File: config.mk
export PLATFORM = sky130hd
export DESIGN_NAME = uart_rx_ctrl
export DESIGN_NICKNAME = d
export VERILOG_FILES = /design/src/rtl/uart_pkg.sv /design/src/rtl/uart_rx_fifo.sv /design/src/rtl/uart_rx_ctrl.sv
export SDC_FILE = /design/constraint.sdc
export NUM_CORES = 1
export LEC_CHECK = 0
export CORE_ASPECT_RATIO = 1.5
export CORE_MARGIN = 2
export CORE_UTILIZATION = 50
export CTS_BUF_LIST = sky130_fd_sc_hd__clkbuf_16
export CTS_CLUSTER_DIAMETER = 50
export DETAILED_ROUTE_END_ITERATION = 10
export GPL_TIMING_DRIVEN = 1
export MAX_ROUTING_LAYER = met4
export PLACE_DENSITY = 0.72
export SYNTH_ARGS = -nofsm -noshare
export SYNTH_HDL_FRONTEND = slang
export SYNTH_SLANG_ARGS = --single-unit
File: constraint.sdc
create_clock -name clk -period 7.8 [get_ports clk]
set_clock_uncertainty 0.15 [all_clocks]
set_input_delay 1.56 -clock clk [delete_from_list [all_inputs] [get_ports clk]]
set_output_delay 1.56 -clock clk [all_outputs]
set_load 0.05 [all_outputs]
File: src/rtl/uart_pkg.sv
// Shared definitions for the UART receive-path controller.
// Latency: none (types, constants and a packing helper only).
// Backpressure: not applicable.
package uart_pkg;

    localparam int DATA_W     = 8;
    localparam int RX_ENTRY_W = 10;

    // Bit positions of the error flags within out_err
    localparam int ERR_PAR  = 0;
    localparam int ERR_STOP = 1;

    typedef enum logic [1:0] {
        CTRL_DISABLED = 2'd0,
        CTRL_ACTIVE   = 2'd1,
        CTRL_DRAIN    = 2'd2
    } ctrl_state_e;

    // FIFO entry layout: {stop_err, parity_err, data}
    function automatic logic [RX_ENTRY_W-1:0] pack_entry(
        input logic [DATA_W-1:0] data,
        input logic              parity_err,
        input logic              stop_err
    );
        return {stop_err, parity_err, data};
    endfunction

endpackage

File: src/rtl/uart_rx_fifo.sv
// Synchronous first-word-fall-through FIFO holding received frames.
// Latency: a write is visible at rd_data the cycle after the write edge.
// Backpressure: writes when full are dropped unless a read happens in the same cycle.
module uart_rx_fifo #(
    parameter int DEPTH = 8,
    parameter int WIDTH = 10
) (
    input  logic                       clk,
    input  logic                       reset,
    input  logic                       flush,
    input  logic                       wr_en,
    input  logic [WIDTH-1:0]           wr_data,
    input  logic                       rd_en,
    output logic [WIDTH-1:0]           rd_data,
    output logic [$clog2(DEPTH+1)-1:0] count,
    output logic                       full,
    output logic                       empty
);

    localparam int PTR_W = $clog2(DEPTH);
    localparam int CNT_W = $clog2(DEPTH+1);

    logic [WIDTH-1:0] mem_q [DEPTH];
    logic [PTR_W-1:0] wr_ptr_q, wr_ptr_d;
    logic [PTR_W-1:0] rd_ptr_q, rd_ptr_d;
    logic [CNT_W-1:0] count_q, count_d;
    logic             do_wr, do_rd;

    assign empty   = (count_q == '0);
    assign full    = (count_q == CNT_W'(DEPTH));
    assign count   = count_q;
    // Head is masked to zero when empty so stale storage never leaks out
    assign rd_data = empty ? '0 : mem_q[rd_ptr_q];

    // Flush wins over both ports; a full FIFO still accepts a write alongside a read
    assign do_rd = rd_en & ~empty & ~flush;
    assign do_wr = wr_en & (~full | do_rd) & ~flush;

    // Next pointer and occupancy values
    always_comb begin
        wr_ptr_d = wr_ptr_q;
        rd_ptr_d = rd_ptr_q;
        count_d  = count_q;
        if (flush) begin
            wr_ptr_d = '0;
            rd_ptr_d = '0;
            count_d  = '0;
        end else begin
            if (do_wr) wr_ptr_d = wr_ptr_q + 1'b1;
            if (do_rd) rd_ptr_d = rd_ptr_q + 1'b1;
            if (do_wr && !do_rd) count_d = count_q + 1'b1;
            if (do_rd && !do_wr) count_d = count_q - 1'b1;
        end
    end

    // Pointer and occupancy registers
    always_ff @(posedge clk) begin
        if (!reset) begin
            wr_ptr_q <= '0;
            rd_ptr_q <= '0;
            count_q  <= '0;
        end else begin
            wr_ptr_q <= wr_ptr_d;
            rd_ptr_q <= rd_ptr_d;
            count_q  <= count_d;
        end
    end

    // Storage array; contents are don't-care while not covered by the pointers
    always_ff @(posedge clk) begin
        if (do_wr) mem_q[wr_ptr_q] <= wr_data;
    end

endmodule

File: src/rtl/uart_rx_ctrl.sv
// Receive-path controller: frame edge detect, enable/drain/flush sequencing, error statistics.
// Latency: a frame event at edge N is presented on out_valid/out_data after edge N.
// Backpressure: valid/ready on the output; frames arriving to a full FIFO are counted as overruns.
module uart_rx_ctrl
    import uart_pkg::*;
#(
    parameter int DEPTH    = 8,
    parameter int CNT_W    = 8,
    parameter int DROP_ERR = 0
) (
    input  logic                       clk,
    input  logic                       reset,
    input  logic                       rx_en,
    input  logic                       flush,
    input  logic                       clr_stats,
    input  logic                       rx_valid,
    input  logic [DATA_W-1:0]          rx_data,
    input  logic                       rx_parity_err,
    input  logic                       rx_stop_err,
    output logic                       out_valid,
    input  logic                       out_ready,
    output logic [DATA_W-1:0]          out_data,
    output logic [1:0]                 out_err,
    output logic [$clog2(DEPTH+1)-1:0] fifo_count,
    output logic                       fifo_full,
    output logic [CNT_W-1:0]           overrun_cnt,
    output logic [CNT_W-1:0]           parity_err_cnt,
    output logic [CNT_W-1:0]           stop_err_cnt
);

    ctrl_state_e             state_q, state_d;
    logic                    rx_valid_q;
    logic [CNT_W-1:0]        ovr_cnt_q, ovr_cnt_d;
    logic [CNT_W-1:0]        par_cnt_q, par_cnt_d;
    logic [CNT_W-1:0]        stop_cnt_q, stop_cnt_d;
    logic [RX_ENTRY_W-1:0]   head;
    logic                    fifo_empty;
    logic                    frame_evt, accept, drop_frame, rd, wr_en, overrun;

    // A held rx_valid yields exactly one event on its rising edge
    assign frame_evt  = rx_valid & ~rx_valid_q;
    assign accept     = (state_q == CTRL_ACTIVE) & frame_evt & ~flush;
    assign drop_frame = (DROP_ERR != 0) & (rx_parity_err | rx_stop_err);
    assign rd         = out_valid & out_ready & ~flush;
    assign wr_en      = accept & ~drop_frame & (~fifo_full | rd);
    assign overrun    = accept & ~drop_frame & fifo_full & ~rd;

    uart_rx_fifo #(
        .DEPTH (DEPTH),
        .WIDTH (RX_ENTRY_W)
    ) u_fifo (
        .clk     (clk),
        .reset   (reset),
        .flush   (flush),
        .wr_en   (wr_en),
        .wr_data (pack_entry(rx_data, rx_parity_err, rx_stop_err)),
        .rd_en   (rd),
        .rd_data (head),
        .count   (fifo_count),
        .full    (fifo_full),
        .empty   (fifo_empty)
    );

    assign out_valid = ~fifo_empty;
    assign out_data  = head[DATA_W-1:0];
    assign out_err   = head[RX_ENTRY_W-1:DATA_W];

    assign overrun_cnt    = ovr_cnt_q;
    assign parity_err_cnt = par_cnt_q;
    assign stop_err_cnt   = stop_cnt_q;

    // Controller next state; flush overrides the normal transitions
    always_comb begin
        state_d = state_q;
        unique case (state_q)
            CTRL_DISABLED: if (rx_en) state_d = CTRL_ACTIVE;
            CTRL_ACTIVE:   if (!rx_en) state_d = fifo_empty ? CTRL_DISABLED : CTRL_DRAIN;
            CTRL_DRAIN: begin
                if (rx_en)           state_d = CTRL_ACTIVE;
                else if (fifo_empty) state_d = CTRL_DISABLED;
            end
            default:       state_d = CTRL_DISABLED;
        endcase
        if (flush) state_d = rx_en ? CTRL_ACTIVE : CTRL_DISABLED;
    end

    // Saturating statistics; a clear discards any same-cycle increment
    always_comb begin
        ovr_cnt_d  = ovr_cnt_q;
        par_cnt_d  = par_cnt_q;
        stop_cnt_d = stop_cnt_q;
        if (clr_stats) begin
            ovr_cnt_d  = '0;
            par_cnt_d  = '0;
            stop_cnt_d = '0;
        end else begin
            if (accept && rx_parity_err && par_cnt_q != '1)  par_cnt_d  = par_cnt_q + 1'b1;
            if (accept && rx_stop_err && stop_cnt_q != '1)   stop_cnt_d = stop_cnt_q + 1'b1;
            if (overrun && ovr_cnt_q != '1)                  ovr_cnt_d  = ovr_cnt_q + 1'b1;
        end
    end

    // State, edge-detect and counter registers
    always_ff @(posedge clk) begin
        if (!reset) begin
            state_q    <= CTRL_DISABLED;
            rx_valid_q <= 1'b0;
            ovr_cnt_q  <= '0;
            par_cnt_q  <= '0;
            stop_cnt_q <= '0;
        end else begin
            state_q    <= state_d;
            rx_valid_q <= rx_valid;
            ovr_cnt_q  <= ovr_cnt_d;
            par_cnt_q  <= par_cnt_d;
            stop_cnt_q <= stop_cnt_d;
        end
    end

endmodule
==> summary.md, run 1 <==
| Metric | Value |
|---|---|
| RD Place Congestion | `roughly 0.79` |
| Max-cap violations | `0` |
| Overall routing resource usage | `0.2116` |
| Slew @ Worst Pin | `just over 1 ns` |
| Core area | `9744 sq um` |
| Simple logic cell fraction of the synthesized area | `0.1181` |
| Initial core utilization | `0.5141` |
| Seq pwr share | `0.457` |
| Setup_tns | `0 ns` |
| Met2 Use GR | `0.3787` |
| Mux contribution to synthesized area | `0.1159` |
| Iteration-0 DRC Markers | `between 100 and 150` |
| Fmax | `around 220 MHz` |
| DRT antenna net count | `0` |
| Wire length per cell | `roughly 19 um` |
| Wirelength, routed | `10.36 mm` |
| Setup Buffers After CTS | `0` |
| Failing checks | `design-rule violations` |
| Top-Level Pins | `57` |
| Die X | `roughly 86 um` |
| Sink Count | `120` |
| CTS tree | `done` |
| CTS hold repair buffers | `0` |
| Worst hold slack | `about 0.33 ns` |
| GR peak layer | `met2` |
| Post-synth top flop | `edfxtp_1` |
| Die ar. | `10,850 sq um` |
| Initial antenna violation count | `0` |
| Synth Area in Compound Gates | `0.07767` |
| Largest family of logic cells by synthesized area | `simple AND/OR/NAND/NOR gates` |
| Period utilization | `0.5772` |
| Endpoint type of the worst setup path | `output pin` |
| Die Y | `126.6 um` |
| Leading area contributor after synthesis | `edfxtp_1` |
| Arrival @ worst endpoint | `~2.8 ns` |
| CTS Buffer Depth | `2` |
| XOR/XNOR share of the synthesized area | `0.01049` |
| RSZ-0062 raised after global routing | `no` |
| Min-delay worst type | `flip-flop to flip-flop` |
| Outcome | `complete, but fails checks` |
| Worst EP required | `about 6 ns` |
| Yosys warns | `0` |
| Most frequent cells in the layout | `80 x edfxtp_1, 56 x clkdlybuf4s50_1, 40 x dfxtp_1, 24 x nor2_1, 23 x a21oi_1` |
| Setup crit start kind | `flip-flop` |
| Critical path's slowest cell | `dfxtp_1` |
| Area Overhead vs Synth | `25.75%` |
| H-tree Lvls | `4` |
| Remaining DRCs | `2` |
| Highest cell delay on the worst timing path | `~0.97 ns` |
| Pin count of the biggest net entering global routing | `22` |
| First-pass GRT wire length | `~17 mm` |
| Via density | `5.940` |
| Worst path cell trace | `mux4_2 -> mux2i_1 -> nor2_1 -> clkdlybuf4s50_1` |
| Syn Nets | `~380` |
| Vias in the first global route | `~3,400` |
| Clock share of power | `0.522` |
| Synth Register Bits | `between 100 and 150` |
| Final number of setup-violating endpoints | `0` |
| Logic pwr share | `0.021` |
| Final max-slew violation count | `0` |
| Final count of hold timing violations | `0` |
| Sequential area share after synthesis | `0.6394` |
| Synth async-reset ratio | `0` |
| Fin crit period | `between 4 and 5 ns` |
| Leakage | `between 1.5 and 2 nW` |
| IO Port Bufs | `between 50 and 60` |
| Max rail drop VDD | `146.0 uV` |
| Cells after Synth | `approximately 360` |
| Setup CP Type | `flip-flop to output pin` |
| Synth Area in Adders | `0.01998` |
| GR Util met3 | `0.05335` |
| EDFF count, synth | `80` |
| GR Overflow Total | `0` |
| Avg Synthesized Cell Area | `approximately 14 sq um` |
| Area contributors post-synth | `edfxtp_1 48%, dfxtp_1 16%, mux4_2 9.0%` |
| Number of library cell types mapped by synthesis | `40` |
| Sw frac | `0.1984` |
| Int Pwr | `1.193 mW` |
| # nets final | `between 400 and 500` |
| Max_slew headroom | `0.3216` |
| Switch Pwr | `approximately 0.3 mW` |
| Worst-path clk slew | `0.05 ns` |
| Post-CTS Resized | `0` |
| Met1 Track Usage GR | `0.2219` |
| Pre-antenna DRT Iters | `7` |
| Antenna cells | `0` |
| DP HPWL | `around 7.0 mm` |
| Most common cell after layout, fill and taps aside | `edfxtp_1` |
| Critical Path Fanout Max | `20` |
| Pwr per Cell Area | `approximately 240 nW/um^2` |
| Clk_lat worst skew | `0.40 ns` |
| Via count | `roughly 3,300` |
| Top-area cell type share of the netlist area | `0.4795` |
| Final Util | `0.6465` |
| Layout cells sized above 1 | `0.1353` |
| Std-Cell Rows | `44` |
| Clock tree root driver cell | `clkbuf_16` |
| Post-synthesis cell area | `roughly 5000 sq um` |
| Num CTS Buffers | `17` |
-- state kept, by name (all words and copies together) (netlist names), named ones only --
name,flops
overrun_cnt,8
parity_err_cnt,8
rx_valid_q,1
state_q,2
stop_err_cnt,8
u_fifo.count,4
u_fifo.mem_q,80
u_fifo.rd_ptr_q,3
u_fifo.wr_ptr_q,3
-- synth_stat cells (all sizes together) (8+ instances only) --
master / n
edfxtp: 80
dfxtp: 40
nor2: 24
a21oi: 23
mux4: 20
nand2: 17
nand3: 14
mux2i: 13
or4: 11
clkbuf: 10
inv: 10
o31ai: 10
ha: 8
nand2b: 8
o21ai: 8
o41ai: 8
-- power groups by stage --
stage	Combinational, mW	Sequential, mW	Clock [mW]
2_1_floorplan	0.0116	0.694	0
3_3_place_gp	0.0299	0.694	0
3_5_place_dp	0.0310	0.694	0
4_1_cts	0.0313	0.680	0.789
5_1_grt	0.0334	0.680	0.819
6_report	0.0309	0.681	0.777
-- worst max-delay path, delay by kind of cell, from the launching register on --
| family | cells | cell delay, ns |
|---|---|---|
| flops | 1 | 0.97 |
| mux | 2 | 0.46 |
| simple gates | 1 | 0.14 |
| buf+inv | 1 | 0.82 |
-- per-layer routing --
metal	wire, um	up-vias
met5	0	-
met4	201	0
met3	342	19
met2	5784	77
met1	4032	1624
li1	-	1553
-- kinds of logic after synthesis --
logic type	count (synthesis)
AO/OA/AOI/OAI	60
XOR/XNOR	6
adder cells (fa/ha/maj)	8
buffers and inverters	24
flip-flops	120
multiplexers	33
AND/OR/NAND/NOR	107
-- final cells by class --
cell class,count,area (sq um)
clock buffers,17,425.4
fillers,740,3445
inverters,10,37.54
flip-flops and latches,120,3203
repair buffers,60,590.6
multi-input cells,214,1720
clock inverters,15,178.9
well taps,115,143.9
-- metrics by stage --
step | cells | power, mW | setup slack, ns | instance area (sq um)
3_5_place_dp | 519 | 0.7247 | 3.060 | 5695
3_3_place_gp | 519 | 0.7235 | 3.173 | 5695
4_1_cts | 551 | 1.501 | 3.235 | 6300
5_1_grt | 551 | 1.533 | 3.153 | 6300
6_report | 551 | 1.489 | 3.298 | 6300
2_1_floorplan | 358 | 0.7056 | 3.899 | 5010
-- worst paths after layout --
check	from	endpoint	slack (ns)	cells after the start
max	flip-flop	out_err[1]	3.30	4
max reg2reg	u_fifo.count[0]	u_fifo.count[2]	4.67	9
min reg2reg	stop_err_cnt[6]	stop_err_cnt[6]	0.33	2
min	stop_err_cnt[6]	stop_err_cnt[6]	0.33	2
Power figures use the tool's default switching activity.
==> inputs of run 2 (changes only) <==
==> constraint.sdc (replaced) <==
create_clock -name clk -period 4.6 [get_ports clk]
set_clock_uncertainty 0.15 [all_clocks]
set_input_delay 0.92 -clock clk [delete_from_list [all_inputs] [get_ports clk]]
set_output_delay 0.92 -clock clk [all_outputs]
set_load 0.05 [all_outputs]
==> summary.md, run 2 (same netlist as run 1, synthesis figures left out) <==
| Metric | Value |
|---|---|
| Slew @ Worst Pin | `0.8444 ns (was 1.014 ns)` |
| Via density | `5.849 (was 5.940)` |
| Std-Cell Rows | `44 (unchanged)` |
| Initial antenna violation count | `0 (unchanged)` |
| Placed standard-cell area | `5748 sq um (was 5695 sq um)` |
| Setup crit start kind | `flip-flop (unchanged)` |
| CTS tree | `done (unchanged)` |
| Critical R2R Capture | `u_fifo.count[2] (unchanged)` |
| Total placed cells including tap cells | `526 (was 519)` |
| Pwr per Cell Area | `396.8 nW/um^2 (was 236.3 nW/um^2)` |
| Final max-slew violation count | `0 (unchanged)` |
| Wire length per cell | `18.34 um (was 18.80 um)` |
| Reg-to-reg slack, setup | `1.57 ns (was 4.67 ns)` |
| Hold endpoint | `stop_err_cnt[6] (unchanged)` |
| Antenna cells | `0 (unchanged)` |
| Num CTS Buffers | `17 (unchanged)` |
| Post-CTS Resized | `0 (unchanged)` |
| Via count | `3,264 (was 3,273)` |
| Die X | `85.73 um (unchanged)` |
| # nets final | `455 (was 448)` |
| Most flop-heavy register | `u_fifo.mem_q (unchanged)` |
| First-pass GRT wire length | `16.73 mm (was 16.84 mm)` |
| Final instance area | `6339 sq um (was 6300 sq um)` |
| Wirelength, routed | `10.23 mm (was 10.36 mm)` |
| Worst-path clk slew | `0.06 ns (was 0.05 ns)` |
| Max reg flops | `80 (unchanged)` |
| Area of the multi-input gates | `1720 sq um (unchanged)` |
| Fin crit period | `approximately 3.7 ns` |
| Most frequent cells in the layout | `80 x edfxtp_1, 56 x clkdlybuf4s50_1, 40 x dfxtp_1, 24 x nor2_1, 23 x a21oi_1 (unchanged)` |
| Final number of setup-violating endpoints | `0 (unchanged)` |
| DP HPWL | `6.668 mm (was 7.020 mm)` |
| Reg2Reg Depth | `9 (unchanged)` |
| Die ar. | `10,850 sq um (unchanged)` |
| GR Overflow Total | `0 (unchanged)` |
| Final Util | `0.6505 (was 0.6465)` |
| IO Port Bufs | `56 (unchanged)` |
| Highest cell delay on the worst timing path | `0.70 ns (was 0.97 ns)` |
| Iteration-0 DRC Markers | `195 (was 124)` |
| Clock tree root driver cell | `clkbuf_16 (unchanged)` |
| Area Overhead vs Synth | `26.52% (was 25.75%)` |
| Buf/Inv on CP | `2 (was 1)` |
| Critical Path Fanout Max | `20 (unchanged)` |
| Fillers | `743 (was 740)` |
| Critical hold path startpoint | `stop_err_cnt[6] (unchanged)` |
| Layout cells sized above 1 | `0.1354 (was 0.1353)` |
| RD Place Congestion | `0.7804 (was 0.7875)` |
| Clk_lat worst skew | `0.41 ns (was 0.40 ns)` |
| Worst hold slack | `0.3361 ns (was 0.3313 ns)` |
| Pre-antenna DRT Iters | `7 (unchanged)` |
| Register area | `3203 sq um (unchanged)` |
| Setup Buffers After CTS | `0 (unchanged)` |
| Critical path's slowest cell | `clkdlybuf4s50_1 (was dfxtp_1)` |
| Non-Filler Instances | `558 (was 551)` |
| Vias in the first global route | `3,326 (was 3,424)` |
| Worst path cell trace | `buf_4 -> mux4_2 -> mux2i_1 -> nor2_1 -> clkdlybuf4s50_1 (was mux4_2 -> mux2i_1 -> nor2_1 -> clkdlybuf4s50_1)` |
| Setup CP Type | `flip-flop to output pin (unchanged)` |
| Sink Count | `120 (unchanged)` |
| Arrival @ worst endpoint | `2.59 ns (was 2.79 ns)` |
| Most common cell after layout, fill and taps aside | `edfxtp_1 (unchanged)` |
| Max-cap violations | `0 (unchanged)` |
| Hold Path Stages | `2 (unchanged)` |
| Worst EP required | `3.53 ns (was 6.09 ns)` |
| Min-delay worst type | `flip-flop to flip-flop (unchanged)` |
| Core area | `9744 sq um (unchanged)` |
| Worst Slack Setup Final | `0.9422 ns (was 3.298 ns)` |
| Leakage | `2.018 nW (was 1.963 nW)` |
| Overall routing resource usage | `0.2111 (was 0.2116)` |
| Fmax | `about 270 MHz` |
| Die Y | `126.6 um (unchanged)` |
| Max_slew headroom | `0.4370 (was 0.3216)` |
| Endpoint type of the worst setup path | `output pin (unchanged)` |
| Outcome | `complete, but fails checks (unchanged)` |
| Setup_tns | `0 ns (unchanged)` |
| Remaining DRCs | `2 (unchanged)` |
| CTS hold repair buffers | `0 (unchanged)` |
| Initial core utilization | `0.5141 (unchanged)` |
| Top-Level Pins | `57 (unchanged)` |
| Max rail drop VDD | `277.9 uV (was 146.0 uV)` |
| Pre-CTS worst setup slack | `0.7111 ns (was 3.060 ns)` |
| Reg2reg start | `u_fifo.count[0] (unchanged)` |
| DRT antenna net count | `0 (unchanged)` |
| Final count of hold timing violations | `0 (unchanged)` |
| Worst path top cell family by delay | `buffers and inverters (was flip-flops)` |
| Total power | `2.515 mW (was 1.489 mW)` |
| Pin count of the biggest net entering global routing | `22 (unchanged)` |
| H-tree Lvls | `4 (unchanged)` |
| Failing checks | `design-rule violations (unchanged)` |
| CTS Buffer Depth | `2 (unchanged)` |
| RSZ-0062 raised after global routing | `no (unchanged)` |
| Period utilization | `0.7952` |
run 2: changes by cell type in the layout (fill, tap and decap cells not counted), sizes merged:
cell / previous run / this run
bufinv: 3 / 4
buf: 4 / 11
clkinv: 6 / 10
clkinvlp: 5 / 0
run 2: final cells by class:
class,instances,share of cell area
well taps,115,0.02270
repair buffers,67,0.1015
clock buffers,17,0.06711
clock inverters,15,0.02606
inverters,10,0.005922
multi-input cells,214,0.2714
flip-flops and latches,120,0.5053
run 2: tightest hold or removal path: cells and delay by family (launching register included):
kind	cells	cell delay (ns)
DFF	1	0.32
AOI/OAI and AO/OA	2	0.11
run 2: worst max path at each step:
stage / start / endpoint / slack [ns] / depth (start not counted)
floorplan: rx_valid / u_fifo.mem_q[1][0] / 1.34 / 4
global route: rx_valid / u_fifo.count[3] / 0.75 / 8
global placement: rx_valid / u_fifo.count[2] / 0.79 / 10
finish: flip-flop / out_err[1] / 0.94 / 5
CTS: flip-flop / out_err[1] / 0.87 / 5
detailed placement: rx_valid / u_fifo.count[2] / 0.71 / 10
run 2: power breakdown:
group,switching [mW],internal (mW)
combinational,0.0296,0.0209
clock,0.425,0.884
sequential,0.00178,1.15
run 2: metal layers:
metal	global-route usage	wire (um)	share of wire
met2	0.3548	5465	0.53
met3	0.05595	425	0.042
met4	0.09711	174	0.017
met5	-	0	0
met1	0.2323	4168	0.41
==> inputs of run 3 (changes only) <==
--- a/config.mk
+++ b/config.mk
@@ -13,7 +13,7 @@
 export DETAILED_ROUTE_END_ITERATION = 10
 export GPL_TIMING_DRIVEN = 1
 export MAX_ROUTING_LAYER = met4
-export PLACE_DENSITY = 0.72
+export PLACE_DENSITY = 0.75
 export SYNTH_ARGS = -nofsm -noshare
 export SYNTH_HDL_FRONTEND = slang
 export SYNTH_SLANG_ARGS = --single-unit
==> constraint.sdc (replaced) <==
create_clock -name clk -period 3.1 [get_ports clk]
set_clock_uncertainty 0.15 [all_clocks]
set_input_delay 0.62 -clock clk [delete_from_list [all_inputs] [get_ports clk]]
set_output_delay 0.62 -clock clk [all_outputs]
set_load 0.05 [all_outputs]
==> summary.md, run 3 (same netlist as run 1, synthesis figures left out) <==
| Metric | Value |
|---|---|
| Outcome | `complete, but fails checks (unchanged)` |
| Failing checks | `design-rule violations (unchanged)` |
| Logic pwr share | `0.022 (was 0.020)` |
| Setup CP Type | `flip-flop to output pin (unchanged)` |
| Critical Path Fanout Max | `8 (was 20)` |
| Pin count of the biggest net entering global routing | `21 (was 22)` |
| Int Pwr | `2.924 mW (was 2.059 mW)` |
| Clock share of power | `0.513 (was 0.521)` |
| Total power | `3.684 mW (was 2.515 mW)` |
| Clock tree root driver cell | `clkbuf_16 (unchanged)` |
| Final count of hold timing violations | `0 (unchanged)` |
| Fmax | `roughly 340 MHz` |
| Antenna cells | `0 (unchanged)` |
| DP HPWL | `7.092 mm (was 6.668 mm)` |
| Most frequent cells in the layout | `80 x edfxtp_1, 46 x clkdlybuf4s50_1, 40 x dfxtp_1, 37 x buf_4, 24 x nor2_1 (was 80 x edfxtp_1, 56 x clkdlybuf4s50_1, 40 x dfxtp_1, 24 x nor2_1, 23 x a21oi_1)` |
| Setup crit start kind | `flip-flop (unchanged)` |
| Std-Cell Rows | `44 (unchanged)` |
| CTS Buffer Depth | `2 (unchanged)` |
| Reg2reg start | `u_fifo.count[2] (was u_fifo.count[0])` |
| Critical hold path startpoint | `u_fifo.rd_ptr_q[1] (was stop_err_cnt[6])` |
| Top-Level Pins | `57 (unchanged)` |
| Worst-path clk slew | `0.05 ns (was 0.06 ns)` |
| Area Overhead vs Synth | `28.77% (was 26.52%)` |
| Pre-antenna DRT Iters | `7 (unchanged)` |
| Max_slew headroom | `0.5337 (was 0.4370)` |
| Switch Pwr | `0.7591 mW (was 0.4564 mW)` |
| Slew @ Worst Pin | `0.6981 ns (was 0.8444 ns)` |
| Vias in the first global route | `3,594 (was 3,326)` |
| Via density | `5.854 (was 5.849)` |
| IO Port Bufs | `56 (unchanged)` |
| Initial core utilization | `0.5141 (unchanged)` |
| RSZ-0062 raised after global routing | `no (unchanged)` |
| # nets final | `472 (was 455)` |
| Sw frac | `0.2061 (was 0.1815)` |
| Core area | `9744 sq um (unchanged)` |
| GR Overflow Total | `0 (unchanged)` |
| Max rail drop VDD | `444.4 uV (was 277.9 uV)` |
| Wire length per cell | `18.71 um (was 18.34 um)` |
| Most flop-heavy register | `u_fifo.mem_q (unchanged)` |
| Pwr per Cell Area | `571.0 nW/um^2 (was 396.8 nW/um^2)` |
| Critical R2R Capture | `u_fifo.count[3] (was u_fifo.count[2])` |
| H-tree Lvls | `4 (unchanged)` |
| Sink Count | `120 (unchanged)` |
| Reg2Reg Depth | `8 (was 9)` |
| Min-delay worst type | `flip-flop to flip-flop (unchanged)` |
| Fin crit period | `roughly 3.0 ns` |
| Reg-to-reg slack, setup | `0.40 ns (was 1.57 ns)` |
| Die ar. | `10,850 sq um (unchanged)` |
| Initial antenna violation count | `0 (unchanged)` |
| Area of the multi-input gates | `1728 sq um (was 1720 sq um)` |
| Worst EP required | `2.33 ns (was 3.53 ns)` |
| Clk_lat worst skew | `0.41 ns (about the same)` |
| Register area | `3203 sq um (unchanged)` |
| Max reg flops | `80 (unchanged)` |
| Overall routing resource usage | `0.2208 (was 0.2111)` |
| Endpoint type of the worst setup path | `output pin (unchanged)` |
| Layout cells sized above 1 | `0.2065 (was 0.1354)` |
| Arrival @ worst endpoint | `2.21 ns (was 2.59 ns)` |
| Placed standard-cell area | `5863 sq um (was 5748 sq um)` |
| Wirelength, routed | `10.76 mm (was 10.23 mm)` |
| DRT antenna net count | `0 (unchanged)` |
| Iteration-0 DRC Markers | `191 (was 195)` |
| Hold endpoint | `u_fifo.rd_ptr_q[1] (was stop_err_cnt[6])` |
| Leakage | `2.101 nW (was 2.018 nW)` |
| Worst hold slack | `0.3438 ns (was 0.3361 ns)` |
| Final instance area | `6451 sq um (was 6339 sq um)` |
| RD Place Congestion | `0.7925 (was 0.7804)` |
| Remaining DRCs | `2 (unchanged)` |
| Final Util | `0.6620 (was 0.6505)` |
| CTS tree | `done (unchanged)` |
| Num CTS Buffers | `17 (unchanged)` |
| First-pass GRT wire length | `17.48 mm (was 16.73 mm)` |
| Most common cell after layout, fill and taps aside | `edfxtp_1 (unchanged)` |
| Fillers | `721 (was 743)` |
| Final max-slew violation count | `0 (unchanged)` |
| Hold Path Stages | `2 (unchanged)` |
| Die Y | `126.6 um (unchanged)` |
| Setup Buffers After CTS | `0 (unchanged)` |
| Via count | `3,366 (was 3,264)` |
| Die X | `85.73 um (unchanged)` |
| Period utilization | `0.9624` |
| Max-cap violations | `0 (unchanged)` |
| Seq pwr share | `0.465 (was 0.459)` |
| Final number of setup-violating endpoints | `0 (unchanged)` |
==> run 3: cell count changes in the layout (fill, tap and decap cells not counted), moves of 2 or more <==
| cell | before | now |
|---|---|---|
| clkinvlp_4 | 0 | 5 |
| bufinv_16 | 4 | 2 |
| clkdlybuf4s50_1 | 56 | 46 |
| clkinv_4 | 0 | 4 |
| clkinv_1 | 7 | 1 |
| buf_4 | 11 | 37 |
==> run 3: worst max-delay path, cell delays in order, from the launching register on <==
cell	delay, ns
dfxtp_1	0.38
or4b_4	0.55
inv_1	0.08
clkdlybuf4s50_1	0.79
==> run 3: area by class of cell <==
| type | count | share of cell area |
|---|---|---|
| clock buffers | 17 | 0.06594 |
| clock inverters | 15 | 0.02405 |
| inverters | 10 | 0.005818 |
| multi-input cells | 214 | 0.2678 |
| flip-flops and latches | 120 | 0.4965 |
| well taps | 115 | 0.02230 |
| repair buffers | 84 | 0.1175 |
==> run 3: per-stage QoR <==
stage | std cells | setup TNS (ns) | setup slack (ns)
4_1_cts | 575 | 0 | 0.09900
6_report | 575 | 0 | 0.1167
3_5_place_dp | 543 | -2.138 | -0.1803
5_1_grt | 575 | 0 | 0.04470
2_1_floorplan | 358 | 0 | 0.06041
3_3_place_gp | 543 | -0.1381 | -0.08333
==> run 3: power groups by stage <==
stage	registers (mW)	clock network, mW	logic (mW)
global placement	1.74	0	0.0783
CTS	1.71	1.93	0.0827
floorplan	1.75	0	0.0291
finish	1.71	1.89	0.0823
detailed placement	1.74	0	0.0814
global route	1.71	2.00	0.0890
==> run 3: how the worst max path moves through the flow <==
stage | start | slack, ns | end | cells after the start
after global placement | rx_valid | -0.08 | u_fifo.count[2] | 10
after detailed placement | rx_valid | -0.18 | u_fifo.count[2] | 10
after global routing | u_fifo.count[2] | 0.04 | fifo_full | 3
final | u_fifo.count[2] | 0.12 | fifo_full | 3
after floorplan | u_fifo.count[3] | 0.06 | u_fifo.count[2] | 9
after CTS | u_fifo.count[2] | 0.1 | fifo_full | 3
==> run 3: per-layer routing <==
| layer | routed length, um | GRT usage | vias up | part of all wire |
|---|---|---|---|---|
| li1 | - | - | 1599 | - |
| met1 | 4217 | 0.2328 | 1648 | 0.39 |
| met2 | 5892 | 0.3860 | 96 | 0.55 |
| met3 | 408 | 0.05465 | 23 | 0.038 |
| met4 | 238 | 0.09804 | 0 | 0.022 |
| met5 | 0 | - | - | 0 |
==> run 3: what timing repair did <==
item,CTS,global route
hold buffers,0,0
endpoints found under the setup margin,0,2
resized for setup,0,2
endpoints found under the hold margin,0,0
==> edit 1, RTL diff (config.mk and constraints of run 2) <==
Put a register stage on the output `out_err`, cleared by the reset. The value now appears one clock later. The other outputs are not delayed to match.
--- a/src/rtl/uart_rx_ctrl.sv
+++ b/src/rtl/uart_rx_ctrl.sv
@@ -65,3 +65,9 @@
     assign out_data  = head[DATA_W-1:0];
-    assign out_err   = head[RX_ENTRY_W-1:DATA_W];
+    always_ff @(posedge clk) begin
+        if (!reset) begin
+            out_err <= '0;
+        end else begin
+            out_err <= head[RX_ENTRY_W-1:DATA_W];
+        end
+    end
 
Behaviour: not the same (Yosys sat finds a counterexample within 4 cycles, from zero or initial values and one cycle with reset low).
==> edit 1 against run 2 <==
- area after synthesis is 1.6% higher
- global-route usage fell by 0.70 points
- final area is 0.55% higher
- fmax decreased by 4.3%
- setup slack worse by 160 ps
- critical path depth shrank 1
- routed wire length fell by 1.4%
- power fell by 0.42%
- sequential cell count grew 2
- largest power group unchanged
- highest routed layer unchanged
==> edit 1: results (changes against run 2) <==
stage;metric;value;unit;change
outcome;status;completed;;was finished, violations left
routing;remaining antenna violation count after routing;0;;unchanged
power_and_ir_drop;VDD IR-drop max;272.8;µV;was 277.9 µV
clock_network;post_cts resized;0;;unchanged
routing;Detailed Route Iter0 Violations;310;;was 195
yosys;register area share after synthesis;63.69;%;was 63.94%
yosys;Async S/R FF share, synth;0;%;unchanged
placed_design;DP Wirelength;7044;µm;was 6668 µm
global_route;GRT met2 Usage;35.52;%;was 35.48%
global_route;grt met1 use;21.76;%;was 23.23%
sta;final setup TNS;0;ps;unchanged
global_route;grt met3 use;6.072;%;was 5.595%
global_route;first-pass GRT wire length;16400;µm;was 16730 µm
critical_path;worst setup path endpoint;out_data[6];;was out_err[1]
layout;Filler Cells Inserted;747;;was 743
clock_network;# H-tree levels;4;;unchanged
layout;fin nets;454;;was 455
critical_path;Reg2Reg Capture Point;u_fifo.count[2];;unchanged
sta;# setup viols final;0;;unchanged
yosys;main area contributors after synthesis;edfxtp_1, dfxtp_1, mux4_2, mux2i_1, nor2_1;;was edfxtp_1, dfxtp_1, mux4_2, mux2i_1, a21oi_1
layout;layout cell share with drive strength beyond 1;14.71;%;was 13.54%
critical_path;r2r setup slk;1450;ps;was 1570 ps
power_and_ir_drop;Leak;0.002121;µW;was 0.002018 µW
yosys;synth cell count leaders;edfxtp_1, dfxtp_1, nor2_1, a21oi_1, mux4_2;;unchanged
placed_design;GPL Wtd Cong;0.7626;;was 0.7804
yosys;Synth cell types;47;;was 40
global_route;largest net degree at the start of global routing;21;;was 22
routing;first-pass detailed-route iteration total;4;;was 7
routing;via count;3239;;was 3264
routing;Routed WL per cell;18.04;µm;was 18.34 µm
global_route;GRT Resource Usage Total;20.40;%;was 21.11%
critical_path;arrival time worst endpoint;2750;ps;was 2590 ps
critical_path;max incr delay on CP;960;ps;was 700 ps
critical_path;Slowest cell on crit path;dfxtp_1;;was clkdlybuf4s50_1
yosys;syn_nets;386;;was 383
global_route;number of global-route vias before repair;3362;;was 3326
sta;Worst-Margin Slew;1013;ps;was 844.4 ps
-- edit 1: how the worst min path moves through the flow --
stage | to | from
2_1_floorplan | u_fifo.wr_ptr_q[0] | u_fifo.wr_ptr_q[0]
3_3_place_gp | u_fifo.wr_ptr_q[0] | u_fifo.wr_ptr_q[0]
3_5_place_dp | u_fifo.wr_ptr_q[0] | u_fifo.wr_ptr_q[0]
4_1_cts | u_fifo.wr_ptr_q[0] | u_fifo.wr_ptr_q[0]
5_1_grt | overrun_cnt[6] | overrun_cnt[6]
6_report | u_fifo.wr_ptr_q[0] | u_fifo.wr_ptr_q[0]
-- edit 1: cells by family (layout without fill, tap and decap cells) --
family,count (synthesis),after routing,share of synthesized area (%)
muxes,38,38,12.38
adders and majority gates,8,8,1.966
buffers and inverters,24,105,2.211
AOI/OAI and AO/OA,54,54,6.487
and+or+nand+nor,107,107,11.89
DFF,122,122,63.69
xor gates and xnor gates,8,8,1.376
-- edit 1: critical path: cells and delay by family, from the launching register on --
| kind | cells | cell delay [ps] |
|---|---|---|
| flip-flops | 1 | 960 |
| buffers and inverters | 1 | 820 |
| multiplexers | 2 | 440 |
| AND/OR/NAND/NOR | 1 | 130 |
-- edit 1: metal layers --
metal	wire, µm	vias up	part of all wire, %
li1	-	1540	-
met1	3912	1585	39
met2	5616	102	56
met3	403	12	4.0
met4	153	0	1.5
met5	0	-	0
-- edit 1: final cells by class --
type                       count  area, µm²  share of cell area, %
sequential                   122       3243                  50.88
multi-input combinational    215       1737                  27.25
timing repair buffer          64      620.6                  9.737
clock buffer                  20      500.5                  7.852
tap                          117      146.4                  2.297
clock inverter                12      91.34                  1.433
inverter                       9      35.03                 0.5497
-- edit 1: through the flow --
step	hold slack, ps	instance area [µm²]	setup WS, ps	instances
global placement	319.2	5782	811.1	527
detailed placement	326.0	5782	672.9	527
global route	368.6	6374	621.8	559
finish	331.9	6374	777.7	559
floorplan	303.6	5092	1450	361
CTS	330.5	6374	703.7	559
-- edit 1: power breakdown --
group	internal, µW	switching (µW)	total (µW)
registers	1170	1.96	1170
clock network	831	448	1280
logic	21.9	31.3	53.2
total	2020	482	2500
==> edit 2, RTL diff (settings of run 2) <==
Without the edit above. Set the parameter `CNT_W` to 6 (it was 8).
--- a/src/rtl/uart_rx_ctrl.sv
+++ b/src/rtl/uart_rx_ctrl.sv
@@ -7,3 +7,3 @@
     parameter int DEPTH    = 8,
-    parameter int CNT_W    = 8,
+    parameter int CNT_W    = 6,
     parameter int DROP_ERR = 0
Interface: changed (resized overrun_cnt, parity_err_cnt and stop_err_cnt); port bits go from 57 to 51. No check against the original RTL was run, so the function may have changed too.
==> edit 2 against run 2 <==
- global-route usage fell by 0.93 points
- routed wire length shrank 9.3%
- setup slack worse by 320 ps
- final area is 5.3% lower
- area after synthesis down 5.5%
- via count is 10% lower
- worst hold slack worse by 9.0 ps
- power shrank 3.2%
- sequential cell count shrank 6
- sequential power is 5% lower
==> edit 2: results (changes against run 2) <==
stage;metric;value;unit;change
yosys;register area share after synthesis;65.15;%;was 63.94%
global_route;number of global-route vias before repair;3014;;was 3326
placed_design;placed insts;481;;was 526
critical_path;arrival time worst endpoint;2910;ps;was 2590 ps
critical_path;Worst Path Max Fanout;9;;was 20
yosys;synth cell count leaders;edfxtp_1, dfxtp_1, nor2_1, mux4_2, a21oi_1;;was edfxtp_1, dfxtp_1, nor2_1, a21oi_1, mux4_2
outcome;status;completed;;was finished, violations left
placed_design;IO buf count;50;;was 56
layout;Filler Cells Inserted;697;;was 743
clock_network;worst skew pair latency;400;ps;
routing;post-DR vias/cell;5.715;;was 5.849
routing;Detailed Route Iter0 Violations;270;;was 195
global_route;GRT Resource Usage Total;20.18;%;was 21.11%
routing;first-pass detailed-route iteration total;4;;was 7
yosys;syn_nets;347;;was 383
layout;layout cell share with drive strength beyond 1;16.96;%;was 13.54%
placed_design;placed cell area;5398;µm²;was 5748 µm²
layout;fin nets;413;;was 455
power_and_ir_drop;VDD IR-drop max;321.3;µV;was 277.9 µV
clock_network;root buffer cell;clkbuf_16;;unchanged
global_route;first-pass GRT wire length;15080;µm;was 16730 µm
placed_design;DP Wirelength;6170;µm;was 6668 µm
global_route;largest net degree at the start of global routing;21;;was 22
routing;Routed WL;9283;µm;was 10230 µm
clock_network;Setup Buffers After CTS;0;;unchanged
yosys;Post-Synthesis Cells;322;;was 358
power_and_ir_drop;Leak;0.002012;µW;was 0.002018 µW
yosys;Synth cell types;45;;was 40
-- edit 2: area by class of cell --
cell class	instances	area share (%)
flip-flops and latches	114	51.39
multi-input cells	184	25.84
repair buffers	62	9.844
clock buffers	21	8.759
well taps	112	2.336
clock inverters	11	1.272
inverters	9	0.5631
-- edit 2: final timing paths --
kind | endpoint | start | slack (ps) | depth (start not counted)
max | out_err[0] | register | 620 | 5
min | u_fifo.wr_ptr_q[0] | u_fifo.wr_ptr_q[0] | 330 | 2
max reg2reg | u_fifo.count[2] | u_fifo.count[1] | 1650 | 9
min reg2reg | u_fifo.wr_ptr_q[0] | u_fifo.wr_ptr_q[0] | 330 | 2
-- edit 2: cell families (layout without fill, tap and decap cells) --
| group | Yosys count | after routing | synth area share, % |
|---|---|---|---|
| AO/OA/AOI/OAI | 43 | 43 | 5.818 |
| XOR/XNOR | 7 | 7 | 1.296 |
| adder cells (fa/ha/maj) | 8 | 8 | 2.115 |
| buffers and inverters | 24 | 103 | 2.221 |
| flip-flops | 114 | 114 | 65.15 |
| multiplexers | 33 | 33 | 12.27 |
| AND/OR/NAND/NOR | 93 | 93 | 11.13 |
-- edit 2: critical path: stages, from the launching register on --
cell and delay [ps]:
dfxtp_1 710, buf_4 290, mux4_2 510, mux2i_1 230, nor2_1 70, clkdlybuf4s50_1 700
-- edit 2: stage by stage --
step | utilization [%] | setup WS, ps | hold slack (ps)
floorplan | - | 1413 | 303.6
global placement | 58.33 | 898.5 | 319.2
detailed placement | 58.33 | 802.2 | 328.2
CTS | 64.83 | 567.4 | 330.5
global route | 64.83 | 425.1 | 357.5
finish | 64.83 | 619.0 | 327.1
-- edit 2: routing by layer --
metal,GRT usage [%],routed length [µm]
met4,7.157,101
met5,-,0
met3,5.073,399
met1,22.59,3632
met2,35.43,5149
-- edit 2: report_power, final --
group          total (µW)  leakage (µW)  switching, µW  internal [µW]
clock network        1280      0.000316            422            858
registers            1100      0.000994           1.94           1100
logic                50.5      0.000702           29.5           21.0
total                2430       0.00201            453           1980
